### src/rtl/vx_packet_arb_pkg.sv
// Shared types for the packet-aware stream arbiter.
//   packet_arb_state_t : scheduler FSM state (idle / locked on one requester's packet)
package vx_packet_arb_pkg;

  typedef enum logic {
    PKT_ARB_IDLE   = 1'b0,
    PKT_ARB_LOCKED = 1'b1
  } packet_arb_state_t;

endpackage

### src/rtl/vx_packet_arb_sched.sv
// Grant scheduler for vx_packet_arb: FSM, round-robin pointer, packet quota
// counter and lock index. Produces the grant (one-hot and index). Carries no payload.
// Ports:
//   clk, reset      clock, synchronous active-high reset
//   valid_in        per-requester beat valid
//   last_in         per-requester end-of-packet flag
//   arb_ready       ready of the output stage; a grant fires when it is high
//   grant_onehot    one-hot grant (zero when nothing can fire)
//   grant_idx       index of the granted requester
//   grant_valid     granted requester has a beat this cycle
//   perf_hol_stalls head-of-line stall counter (only with VX_PACKET_ARB_PERF_EN)
// Optional feature macro: VX_PACKET_ARB_PERF_EN
module vx_packet_arb_sched
  import vx_packet_arb_pkg::*;
#(
  parameter int NUM_INPUTS = 2,
  parameter int QUOTA      = 1,
  parameter int SEL_W      = 1
) (
  input  logic                  clk,
  input  logic                  reset,
  input  logic [NUM_INPUTS-1:0] valid_in,
  input  logic [NUM_INPUTS-1:0] last_in,
  input  logic                  arb_ready,
`ifdef VX_PACKET_ARB_PERF_EN
  output logic [31:0]           perf_hol_stalls,
`endif
  output logic [NUM_INPUTS-1:0] grant_onehot,
  output logic [SEL_W-1:0]      grant_idx,
  output logic                  grant_valid
);

  localparam int QW = (QUOTA > 1) ? $clog2(QUOTA) : 1;
  localparam logic [QW-1:0]    QUOTA_LAST = QW'(QUOTA - 1);
  localparam logic [SEL_W-1:0] LAST_IDX   = SEL_W'(NUM_INPUTS - 1);

  packet_arb_state_t state;
  logic [SEL_W-1:0]  rr_ptr;
  logic [SEL_W-1:0]  lock_idx;
  logic [SEL_W-1:0]  prev_idx;
  logic [QW-1:0]     quota_cnt;

  logic [SEL_W:0]    cand;
  logic [SEL_W-1:0]  pick_idx;
  logic              pick_valid;
  logic              fire;
  logic [QW-1:0]     eff_cnt;
  logic [SEL_W-1:0]  next_ptr;

  // Round-robin search starting at rr_ptr; iterating from the far end down
  // lets the closest valid requester overwrite the others.
  always_comb begin
    cand       = '0;
    pick_idx   = rr_ptr;
    pick_valid = 1'b0;
    for (int i = NUM_INPUTS - 1; i >= 0; i--) begin
      cand = {1'b0, rr_ptr} + (SEL_W+1)'(i);
      if (cand >= (SEL_W+1)'(NUM_INPUTS))
        cand = cand - (SEL_W+1)'(NUM_INPUTS);
      if (valid_in[cand[SEL_W-1:0]]) begin
        pick_valid = 1'b1;
        pick_idx   = cand[SEL_W-1:0];
      end
    end
  end

  // While locked only the lock holder may fire; an idle holder gives a bubble.
  always_comb begin
    grant_idx   = pick_idx;
    grant_valid = pick_valid;
    if (state == PKT_ARB_LOCKED) begin
      grant_idx   = lock_idx;
      grant_valid = valid_in[lock_idx];
    end
    if (reset)
      grant_valid = 1'b0;
    grant_onehot = '0;
    if (grant_valid)
      grant_onehot[grant_idx] = 1'b1;
  end

  assign fire     = grant_valid & arb_ready;
  // A new holder restarts its quota before this packet is counted.
  assign eff_cnt  = (grant_idx == prev_idx) ? quota_cnt : '0;
  assign next_ptr = (grant_idx == LAST_IDX) ? '0 : grant_idx + 1'b1;

  always_ff @(posedge clk) begin
    if (reset) begin
      state     <= PKT_ARB_IDLE;
      rr_ptr    <= '0;
      quota_cnt <= '0;
      lock_idx  <= '0;
      prev_idx  <= '0;
    end else if (fire) begin
      if (last_in[grant_idx]) begin
        state    <= PKT_ARB_IDLE;
        prev_idx <= grant_idx;
        if (eff_cnt == QUOTA_LAST) begin
          quota_cnt <= '0;
          rr_ptr    <= next_ptr;
        end else begin
          quota_cnt <= eff_cnt + 1'b1;
          rr_ptr    <= grant_idx;
        end
      end else begin
        state    <= PKT_ARB_LOCKED;
        lock_idx <= grant_idx;
      end
    end
  end

`ifdef VX_PACKET_ARB_PERF_EN
  logic hol_stall;
  // Holder idle mid-packet while somebody else is waiting.
  assign hol_stall = (state == PKT_ARB_LOCKED) && !valid_in[lock_idx] && (|valid_in);

  always_ff @(posedge clk) begin
    if (reset)
      perf_hol_stalls <= '0;
    else if (hol_stall && (perf_hol_stalls != '1))
      perf_hol_stalls <= perf_hol_stalls + 32'd1;
  end
`endif

endmodule

### src/rtl/vx_packet_arb.sv
// Packet-aware N:1 stream arbiter. Grants one requester at a time in round-robin
// order with a per-requester packet quota and holds the grant until the last beat.
// Ports:
//   clk, reset       clock, synchronous active-high reset
//   valid_in/data_in/last_in/ready_in  per-requester beat stream (NUM_INPUTS lanes)
//   valid_out/data_out/last_out/ready_out  merged output stream
//   sel_out          index of the requester that produced the output beat
//   perf_hol_stalls  head-of-line stall count (only with VX_PACKET_ARB_PERF_EN)
// OUT_BUF: 0 = combinational pass-through, 1..3 = two-entry elastic buffer with
// registered outputs (full throughput, ready_in no longer depends on ready_out).
// Optional feature macro: VX_PACKET_ARB_PERF_EN
module vx_packet_arb
  import vx_packet_arb_pkg::*;
#(
  parameter int NUM_INPUTS = 2,
  parameter int DATAW      = 1,
  parameter int QUOTA      = 1,
  parameter int OUT_BUF    = 0,
  localparam int SEL_W     = (NUM_INPUTS > 1) ? $clog2(NUM_INPUTS) : 1
) (
  input  logic                        clk,
  input  logic                        reset,
  input  logic [NUM_INPUTS-1:0]       valid_in,
  input  logic [NUM_INPUTS*DATAW-1:0] data_in,
  input  logic [NUM_INPUTS-1:0]       last_in,
  output logic [NUM_INPUTS-1:0]       ready_in,
`ifdef VX_PACKET_ARB_PERF_EN
  output logic [31:0]                 perf_hol_stalls,
`endif
  output logic                        valid_out,
  output logic [DATAW-1:0]            data_out,
  output logic                        last_out,
  output logic [SEL_W-1:0]            sel_out,
  input  logic                        ready_out
);

  localparam int PW = SEL_W + 1 + DATAW;

  logic [NUM_INPUTS-1:0] grant_onehot;
  logic [SEL_W-1:0]      grant_idx;
  logic                  grant_valid;
  logic                  arb_ready;
  logic [DATAW:0]        mux_ld;
  logic [PW-1:0]         arb_pl;

  vx_packet_arb_sched #(
    .NUM_INPUTS (NUM_INPUTS),
    .QUOTA      (QUOTA),
    .SEL_W      (SEL_W)
  ) sched (
    .clk             (clk),
    .reset           (reset),
    .valid_in        (valid_in),
    .last_in         (last_in),
    .arb_ready       (arb_ready),
`ifdef VX_PACKET_ARB_PERF_EN
    .perf_hol_stalls (perf_hol_stalls),
`endif
    .grant_onehot    (grant_onehot),
    .grant_idx       (grant_idx),
    .grant_valid     (grant_valid)
  );

  assign ready_in = grant_onehot & {NUM_INPUTS{arb_ready}};

  always_comb begin
    mux_ld = '0;
    for (int i = 0; i < NUM_INPUTS; i++)
      if (grant_onehot[i])
        mux_ld = mux_ld | {last_in[i], data_in[i*DATAW +: DATAW]};
  end

  assign arb_pl = {grant_idx, mux_ld};

  if (OUT_BUF == 0) begin : g_pass
    assign valid_out = grant_valid;
    assign arb_ready = ready_out;
    assign {sel_out, last_out, data_out} = arb_pl;
  end else begin : g_buf
    logic          out_vld_p0;
    logic          skid_vld_p0;
    logic [PW-1:0] out_pl_p0;
    logic [PW-1:0] skid_pl_p0;
    logic          load;

    // Stage p0: output register plus one skid entry, so the arbiter can keep
    // accepting while the output is stalled for one cycle.
    assign arb_ready = !skid_vld_p0;
    assign load      = !out_vld_p0 || ready_out;

    always_ff @(posedge clk) begin
      if (reset) begin
        out_vld_p0  <= 1'b0;
        skid_vld_p0 <= 1'b0;
      end else if (load) begin
        out_vld_p0  <= skid_vld_p0 || grant_valid;
        skid_vld_p0 <= 1'b0;
      end else if (grant_valid && !skid_vld_p0) begin
        skid_vld_p0 <= 1'b1;
      end
    end

    always_ff @(posedge clk) begin
      if (load)
        out_pl_p0 <= skid_vld_p0 ? skid_pl_p0 : arb_pl;
      if (!load && !skid_vld_p0)
        skid_pl_p0 <= arb_pl;
    end

    assign valid_out = out_vld_p0;
    assign {sel_out, last_out, data_out} = out_pl_p0;
  end

  // A requester that raised valid must hold it and its beat until it fires.
  for (genvar i = 0; i < NUM_INPUTS; i++) begin : g_proto
    a_hold : assert property (@(posedge clk) disable iff (reset)
      (!reset && valid_in[i] && !ready_in[i]) |=>
        (valid_in[i] && $stable(last_in[i]) && $stable(data_in[i*DATAW +: DATAW])));
  end

endmodule

### config.mk
export PLATFORM = sky130hd
export DESIGN_NAME = vx_packet_arb
export DESIGN_NICKNAME = d
export VERILOG_FILES = /design/src/rtl/vx_packet_arb_pkg.sv /design/src/rtl/vx_packet_arb_sched.sv /design/src/rtl/vx_packet_arb.sv
export SDC_FILE = /design/constraint.sdc
export NUM_CORES = 1
export LEC_CHECK = 0
export CORE_AREA = 2 2 39 41
export CTS_CLUSTER_DIAMETER = 80
export DETAILED_ROUTE_END_ITERATION = 8
export DIE_AREA = 0 0 41 43
export SYNTH_ARGS = -nofsm -noshare
export SYNTH_HDL_FRONTEND = slang
export SYNTH_SLANG_ARGS = --single-unit
### constraint.sdc
create_clock -name clk -period 1.71 [get_ports clk]
set_input_delay 0.2565 -clock clk [delete_from_list [all_inputs] [get_ports clk]]
set_output_delay 0.2565 -clock clk [all_outputs]
set_load 0.01 [all_outputs]
======== Yosys cells after proc, flatten, opt, wreduce, memory -nomap -nowiden ========
Cells that the tools add are included.
storage, ports and cells
  RAM bits ................................ 0
  latch bits .............................. 0
  output and inout port bits .............. 6
  memories ................................ 0
  memory bits (read-only) ................. 0
  bits in registers ....................... 5
  input bits .............................. 9
cells by class
  $lt $le $gt $ge ......................... 7
  add/sub/neg operators ................... 5
  reductions and logical operators ........ 3
  multipliers ............................. 0
  multiplexer cells ....................... 27
  eq/ne operators ......................... 1
  bitwise gates (word level) .............. 4
  divide/modulo/power cells ............... 0
  shifts and indexed selects .............. 0
operator list
  kind                                                                number
  two-way mux 1 bit                                                   23
  < comparator 1 x 2 -> 1 bit (second input constant)                 4
  two-way mux 2 bit                                                   3
  AND reduction 2 bit                                                 2
  adder 1 bit (second input constant)                                 2
  adder 1 x 1 -> 2 bit (second input constant)                        1
  AND 2 bit                                                           1
  greater-or-equal comparator 1 x 2 -> 1 bit (second input constant)  1
  greater-or-equal comparator 2 bit (second input constant)           1
  bitwise OR 2 bit                                                    1
  subtractor 1 bit (second input constant)                            2
  AND 1 bit                                                           1
  demux 1 bit (select 1 bit)                                          1
  == test 1 bit                                                       1
  greater-or-equal comparator 1 bit (second input constant)           1
  logical AND 1 bit                                                   1
  inverter 1 bit                                                      1

======== Depth between registers and ports, before layout ========
Gate-level depths: netlist of run 1.
  depth in word-level cells ............... 16
  mapped depth ............................ 5
  depth with buffers taken out ............ 5

======== Cells and area by module ========
From an unflattened synthesis of run 1, not the netlist that was laid out.
unflattened totals
  cells, all modules ...................... 38
  area, all modules ....................... 307.8 um2
by module, submodules not included
  module               cells each  instances  area each (um2)
  vx_packet_arb_sched  34          1          276.5
  vx_packet_arb        4           1          31.3

======== Least setup slack after synthesis of run 1 ========
Ideal clock, no wire load.
  path type ............................... flip-flop to output port
  from .................................... register sched.lock_idx
  to ...................................... output last_out
  path slack .............................. 277 ps
  data required time ...................... 1454 ps
  arrival time ............................ 1177 ps
  buffers on the path ..................... 0
  cell stages (with the launch flop) ...... 5
  cell sequence ........................... dfxtp_1 mux2_4 o21ai_0 inv_1 and2_1
between the ends
  elaborated cells between the ends (all ways) .. 14
RTL lines
  what                                                      RTL line                    RTL
  start: declaration                                        vx_packet_arb_sched.sv:39   logic [SEL_W-1:0] lock_idx;
  start signal: assignment                                  vx_packet_arb_sched.sv:107  lock_idx <= grant_idx;
  two-way mux 1 bit (implied by the code) (*) (2 in a row)  vx_packet_arb_sched.sv:73   grant_valid = valid_in[lock_idx];
  two-way mux 1 bit (*)                                     vx_packet_arb_sched.sv:71   if (state == PKT_ARB_LOCKED) begin
  two-way mux 1 bit (*)                                     vx_packet_arb_sched.sv:75   if (reset)
  via valid_out                                             vx_packet_arb.sv:30         output logic valid_out,
  two-way mux 2 bit (*)                                     vx_packet_arb_sched.sv:78   if (grant_valid)
  two-way mux 2 bit                                         vx_packet_arb.sv:69         if (grant_onehot[i])
  bitwise OR 2 bit                                          vx_packet_arb.sv:70         mux_ld = mux_ld | {last_in[i], data_in[i*DATAW +: DATAW]};
  two-way mux 2 bit (*)                                     vx_packet_arb.sv:69
  end: declaration                                          vx_packet_arb.sv:32         output logic last_out,
Mark *: on every way through the listed nets, which the timed path passes. The rest lies on a longest branch. The select of a mux whose other input is x is not followed.

======== Worst setup path in the final report of run 1 ========
  from .................................... register sched.lock_idx
  to ...................................... output last_out
between the ends
  word-level cells in the longest chain between the ends .. 9
  elaborated cells between the ends (all ways) .. 14
ends and longest elaborated chain
  what                                                                                                           RTL line                   RTL
  two-way mux 1 bit                                                                                              vx_packet_arb_sched.sv:71
  < comparator 1 x 2 -> 1 bit (implied by the code) / greater-or-equal comparator 1 bit (equally long branches)  vx_packet_arb_sched.sv:79  grant_onehot[grant_idx] = 1'b1;
  logical AND 1 bit (implied by the code)                                                                        vx_packet_arb_sched.sv:79
  two-way mux 1 bit (implied by the code)                                                                        vx_packet_arb_sched.sv:79
  demux 1 bit (select 1 bit)                                                                                     n/a
  two-way mux 2 bit (*)                                                                                          vx_packet_arb_sched.sv:78
  two-way mux 2 bit                                                                                              vx_packet_arb.sv:69
  bitwise OR 2 bit                                                                                               vx_packet_arb.sv:70
  two-way mux 2 bit (*)                                                                                          vx_packet_arb.sv:69
Every way passes the cells marked *; elsewhere a longest branch is shown, timed or not. The select of a mux whose other input is x is not followed.

==> impl_results.md, run 1 <==
- Post-DP HPWL: about 760 um
- Pwr Total: between 400 and 500 uW
- Reg-to-reg setup timing slack: around 370 ps
- Remaining global-route overflow: 0
- Nature of the critical path endpoint: output pin
- Clock insertion delay at the later pin of the skew report: approximately 230 ps
- # DRC: 0
- Vias in the first global route: 380
- Antenna-violating nets left: 0
- # IOs: 15
- Hold path startpoint: last_in[1]
- CTS sink cnt: 3
- Post-synthesis cell count: between 40 and 50
- Initial drt markers: 6
- Drt wl/cell: roughly 11 um
- Initial antenna violation count: 0
- Slew HR: a little over four fifths
- Failing checks: negative setup slack
- CP Class: flop to output pin
- Initial Util: roughly a quarter
- Vias per cell: 4.76
- Fmax: between 500 and 600 MHz
- Min setup slack post-route: -80.3 ps
- Reg2Reg Depth: 6
- Clk slew on worst S/H paths: roughly 40 ps
- Worst-Margin Slew: 241 ps
- Cell Chain, Critical Path: buf_6 > mux2_4 > a22oi_2 > o31ai_2 > and2_1 > buf_2
- Clock share of power: between 30% and 40%
- Die W: 41 um
- Most used DFF post-synth: dfxtp_1
- Largest net degree at the start of global routing: 7
- Post-Syn Area: between 300 and 400 um2
- Reg2reg end: sched.state
- Final setup vio count: 2
- Post-Syn Area per Cell: 7.62 um2
- Pre-CTS setup slack: -633 ps
- Leakage: between 0.3 and 0.4 nW
- Gr busiest metal: met2
- CP required: between 1000 and 1500 ps
- GP Congestion: slightly below 0.8
- Number of port buffers: 14
- Crit path max-delay family: flip-flops
- Unique cell type count in the Yosys netlist: 26
- Final Hold Vio Count: 0
- Num CTS Buffers: 3
- Root Buffer: clkbuf_4
- Final period util: 105%
- Post-synth EDFFs: 0
- Hold Path Depth: 4
- P_sw: about 130 uW
- PwrDens: around 640 nW/um2
- Share of layout cells above drive strength 1: 52.6%
- Slew Limit Fails: 0
- Min cycle time layout: about 1800 ps
- DR pass1 iterations: 4
- Total GRT Usage: a little over an eighth
- Worst vdd ir: between 0.2 and 0.3 mV
- Final #Nets: 86
- Startpoint types: flop
- Sequential Power Share: a little over a fifth
- Most common cell after layout, fill and taps aside: buf_4
- CP Max Fanout: 3
- Register bit total from synthesis: 3
- N_diodes: 0
- Fill count: roughly 140
- Status: finished with violations
- Via count: about 440
- Async S/R FF share, synth: 0%
- Core box area: approximately 1400 um2
- Arr. time, crit path: around 1500 ps
- Die Y: ~43 um
- Worst path max stage delay: around 350 ps
- First-pass GRT wire length: roughly 1.5 mm
- Syn_nets: 52
- Num rows: 14
- Int Power: 277 uW
- Worst flop-to-flop path startpoint: sched.lock_idx
- Crit-path slowest cell: dfxtp_2
- Switch share: between 30% and 40%
- WL final: slightly below 1 mm
- Clock Skews: approximately 6.2 ps
- TritonCTS clock tree: done
- M2 GR Usage: about a fifth
- # hold bufs at CTS: 0
- Post-synthesis sequential area ratio: between 15 and 20%
- Max Cap Violations: 0
- Gate power share: a little under 50%
- Hold WC Path Type: input port to flop
- Die Area: 1760 um2
- GR Util met1: 16.3%
- Met3 Use GR: 3.14%
- RSZ-0062 raised after global routing: yes
- H-tree depth: 1
- Synth warnings: 0
- WP buf/inv: 2
- Worst Hold Endpoint: sched.rr_ptr
- Area growth syn-to-layout: 93.5%
- Clk buf depth: 2
- Leading cell types in the layout, fill and taps excluded: buf_4, inv_1, a21oi_1, clkdlybuf4s50_1, dlygate4sd2_1
tightest hold or removal path, stage by stage:
cell           delay, ps
dlygate4sd2_1        280
inv_1                 90
o211ai_1             110
o31ai_2               60
how the worst max path moves through the flow:
stage	slack, ps	endpoint	depth (start not counted)	start
2_1_floorplan	280	last_out	4	sched.lock_idx
3_3_place_gp	-590	data_out	6	valid_in[0]
3_5_place_dp	-630	data_out	6	valid_in[0]
4_1_cts	-90	last_out	6	sched.lock_idx
5_1_grt	-160	last_out	6	sched.lock_idx
6_report	-80	last_out	6	sched.lock_idx
layout make-up:
| class | instances | area [um2] | area share (%) |
|---|---|---|---|
| flip-flops and latches | 3 | 62.6 | 9.86 |
| clock buffers | 4 | 26.3 | 4.14 |
| multi-input cells | 33 | 278 | 43.8 |
| repair buffers | 29 | 221 | 34.9 |
| well taps | 16 | 20.0 | 3.16 |
| inverters | 7 | 26.3 | 4.14 |
cell families after synthesis:
group | after synthesis | synth area share (%)
AO/OA/AOI/OAI | 18 | 42.7
multiplexers | 2 | 8.01
flip-flops | 3 | 18.3
buffers and inverters | 7 | 8.01
AND/OR/NAND/NOR | 13 | 22.9
per-stage QoR:
| step | instance area [um2] | instances | hold WS [ps] | TNS (ps) | util [%] |
|---|---|---|---|---|---|
| 6_report | 634 | 92 | 587 | -86.2 | 45.8 |
| 5_1_grt | 634 | 92 | 604 | -213 | 45.8 |
| 4_1_cts | 616 | 91 | 584 | -182 | 44.5 |
| 3_5_place_dp | 586 | 86 | 622 | -3360 | 42.3 |
| 3_3_place_gp | 586 | 86 | 619 | -3110 | 42.3 |
| 2_1_floorplan | 328 | 43 | 356 | 0 | - |
cell usage after synthesis (all sizes together), types with 2 or more instances:
master / count / area, um2
o31ai: 3 / 32.5
mux2: 2 / 26.3
o21ai: 4 / 20.0
nor2b: 3 / 21.3
o211ai: 3 / 27.5
nor2: 3 / 13.8
dfxtp: 3 / 60.1
nand2b: 2 / 12.5
inv: 7 / 26.3
a21oi: 4 / 20.0
state kept, by name, indices dropped and copies added (netlist names):
register,flops
sched.lock_idx,1
sched.rr_ptr,1
sched.state,1
metal layers:
| layer | share of wire (%) | vias up |
|---|---|---|
| li1 | - | 222 |
| met5 | 0 | - |
| met1 | 44 | 199 |
| met2 | 49 | 13 |
| met3 | 3.6 | 4 |
| met4 | 3.6 | 0 |
power by group through the flow:
stage          clock, mW  combinational, mW  sequential (mW)
3_5_place_dp           0              0.189           0.0852
4_1_cts            0.127              0.186           0.0846
5_1_grt            0.135              0.213           0.0862
6_report           0.123              0.196           0.0856
3_3_place_gp           0              0.189           0.0856
2_1_floorplan          0             0.0770           0.0870
timing repair:
action | 4_1_cts | 5_1_grt
endpoints found under the hold margin | 0 | 0
pin swaps | 3 | 1
setup buffers | 1 | 1
setup endpoints to repair | 6 | 4
gates resized for setup | 26 | 10
Note: power is estimated with default switching activity, not from simulation.
==> run 2, diff against run 1 <==
CORE_AREA = 3 3 40 42   (was 2 2 39 41)
DIE_AREA = 0 0 43 45   (was 0 0 41 43)
SYNTH_HIERARCHICAL = 1   (was unset)
==> impl_results.md, run 2 <==
- Most numerous cell in the Yosys netlist: inv_1
- Hold WC Path Type: flop to flop
- Clock insertion delay at the later pin of the skew report: around 240 ps
- Pwr Total: between 400 and 500 uW
- Area leader, netlist: dfxtp_1
- Hold path startpoint: sched/rr_ptr
- Initial antenna violation count: 0
- Antenna-violating nets left: 0
- H-tree depth: 1
- Post-synthesis sequential area ratio: 19.5%
- Min cycle time layout: roughly 1800 ps
- Synth warnings: 6
- Drt wl/cell: approximately 13 um
- First-pass GRT wire length: between 1.5 and 2 mm
- Via count: 418
- Unique cell type count in the Yosys netlist: 20
- RSZ-0062 raised after global routing: yes
- Die Area: approximately 1900 um2
- Async S/R FF share, synth: 0%
- DR pass1 iterations: 4
- Failing checks: negative setup slack
- N_diodes: 0
- Slew HR: 84.4%
- Fill count: between 100 and 150
- TritonCTS clock tree: done
- FF/Latch Area: 65.1 um2
- Die Y: between 40 and 50 um
- Switch share: between 30% and 40%
- WL final: ~1.1 mm
- Worst-Margin Slew: between 200 and 250 ps
- Nature of the critical path endpoint: output pin
- Register bit total from synthesis: 3
- Clk slew on worst S/H paths: about 40 ps
- Syn_nets: between 40 and 50
- Post-Syn Area per Cell: about 8.1 um2
- Status: finished with violations
- # DRC: 0
- Crit path from: sched/rr_ptr
- Initial drt markers: 6
- Area growth syn-to-layout: 111%
- Final period util: 108%
- Top cell type's share of synthesized area: 19.5%
- Min setup slack post-route: -134 ps
- Remaining global-route overflow: 0
- Largest cells by area after synthesis: dfxtp_1, mux2i_1, a2111oi_4
- Int Power: about 290 uW
- Number of port buffers: 14
- Sequential Power Share: about a fifth
- Vias per cell: ~4.6
- Area post-placement: roughly 560 um2
- Multi-input gate area: roughly 250 um2
- Num rows: 13
- Startpoint types: flop
- CTS sink cnt: 3
- Max Cap Violations: 0
- Post-synth EDFFs: 0
- Die W: 43 um
- Final setup vio count: 5
- Arr. time, crit path: roughly 1600 ps
- Fmax: ~540 MHz
- Most common cell after layout, fill and taps aside: buf_4
- Final Hold Vio Count: 0
- # hold bufs at CTS: 0
- Post-DP HPWL: 834 um
- Registers with the most flip-flops: sched/lock_idx (1), sched/rr_ptr (1), sched/state (1)
- Gate power share: between 40 and 50%
- Share of layout cells above drive strength 1: approximately 53%
- Vias in the first global route: approximately 430
- Clk buf depth: 2
- Clock Skews: roughly 6.8 ps
- GP Congestion: between 0.7 and 0.8
- Post-Syn Area: just over 300 um2
- Total GRT Usage: between 10% and 20%
- Final #Nets: 85
- Util after Layout: around half
- PwrDens: 653 nW/um2
- Core box area: 1280 um2
- Slew Limit Fails: 0
- # IOs: 15
- CP Class: flop to output pin
- CP required: between 1000 and 1500 ps
- Most frequent cells after synthesis: inv_1, a21oi_1
- Clock share of power: between 30% and 40%
- Post-synthesis cell count: 38
- Leakage: ~0.30 nW
- Leading cell types in the layout, fill and taps excluded: buf_4, clkdlybuf4s50_1, inv_1
- Largest net degree at the start of global routing: 7
- Worst flop-to-flop path startpoint: sched/lock_idx
- Root Buffer: clkbuf_4
- Initial Util: a little under a quarter
- Final Cell Area: 648 um2
- P_sw: approximately 130 uW
- Worst vdd ir: 0.347 mV
- CP Max Fanout: 3
- Num CTS Buffers: 3
- Pre-CTS setup slack: -834 ps
- Most used DFF post-synth: dfxtp_1
==> run 2: changes by cell type after synthesis, moves of 2 or more <==
cell	delta
mux2i_1	+3
o21ai_0	-3
a22o_1	+2
and2_1	+2
nand2b_1	-2
o211ai_1	-2
o31ai_2	-2
==> run 2: critical path: stages, from the launching register on <==
cell and delay [ps]:
dfxtp_2 310, maj3_2 300, mux2i_2 180, inv_1 90, and2_4 140, a22o_1 180, buf_2 130
==> run 2: cell type report <==
type                       instances  area share, %
multi-input combinational         29           39.2
inverter                           6           3.47
timing repair buffer              33           40.3
sequential                         3           10.0
tap                               15           2.90
clock buffer                       4           4.05
==> run 2: worst paths after layout <==
path	slack (ps)	cells after the start	endpoint
max	-130	6	last_out
min	680	3	sched/rr_ptr
max reg2reg	80	7	sched/state
min reg2reg	680	3	sched/rr_ptr
==> run 2: repair_timing <==
action	in CTS	in global routing
gates resized for setup	32	7
buffers inserted	4	2
endpoints found under the setup margin	9	7
pin swaps	2	3
cloned	0	0
==> run 2: power groups by stage <==
stage	combinational, mW	clock [mW]	sequential, mW
after floorplan	0.0689	0	0.0879
final	0.208	0.130	0.0856
after CTS	0.191	0.138	0.0852
after detailed placement	0.175	0	0.0854
after global placement	0.172	0	0.0861
after global routing	0.225	0.145	0.0866
==> run 2: logic make-up (layout without fill, tap and decap cells) <==
kind of cell / Yosys count / after routing / synth area share (%)
compound gates: 15 / 15 / 41.9
simple gates: 10 / 10 / 18.3
buf+inv: 6 / 43 / 7.32
mux: 3 / 3 / 9.76
flops: 3 / 3 / 19.5
fa+ha+maj: 1 / 1 / 3.25
==> run 2: per-layer routing <==
metal	wire length [um]	vias to the layer above	GRT usage, %
met4	0	0	7.23
met2	550	7	20.1
li1	-	218	-
met5	0	-	0
met1	542	193	16.8
met3	44	0	3.98
==> run 2: per-stage QoR <==
step,instances,hold WS (ps),TNS [ps]
2_1_floorplan,38,359,0
3_3_place_gp,80,662,-5220
3_5_place_dp,80,679,-5370
4_1_cts,88,687,-428
5_1_grt,90,710,-739
6_report,90,678,-468
==> run 3, diff against run 2 <==
GPL_ROUTABILITY_DRIVEN = 0   (was unset)
==> results of run 3 <==
Final layout, timing and power as in run 2 (identical DEF).
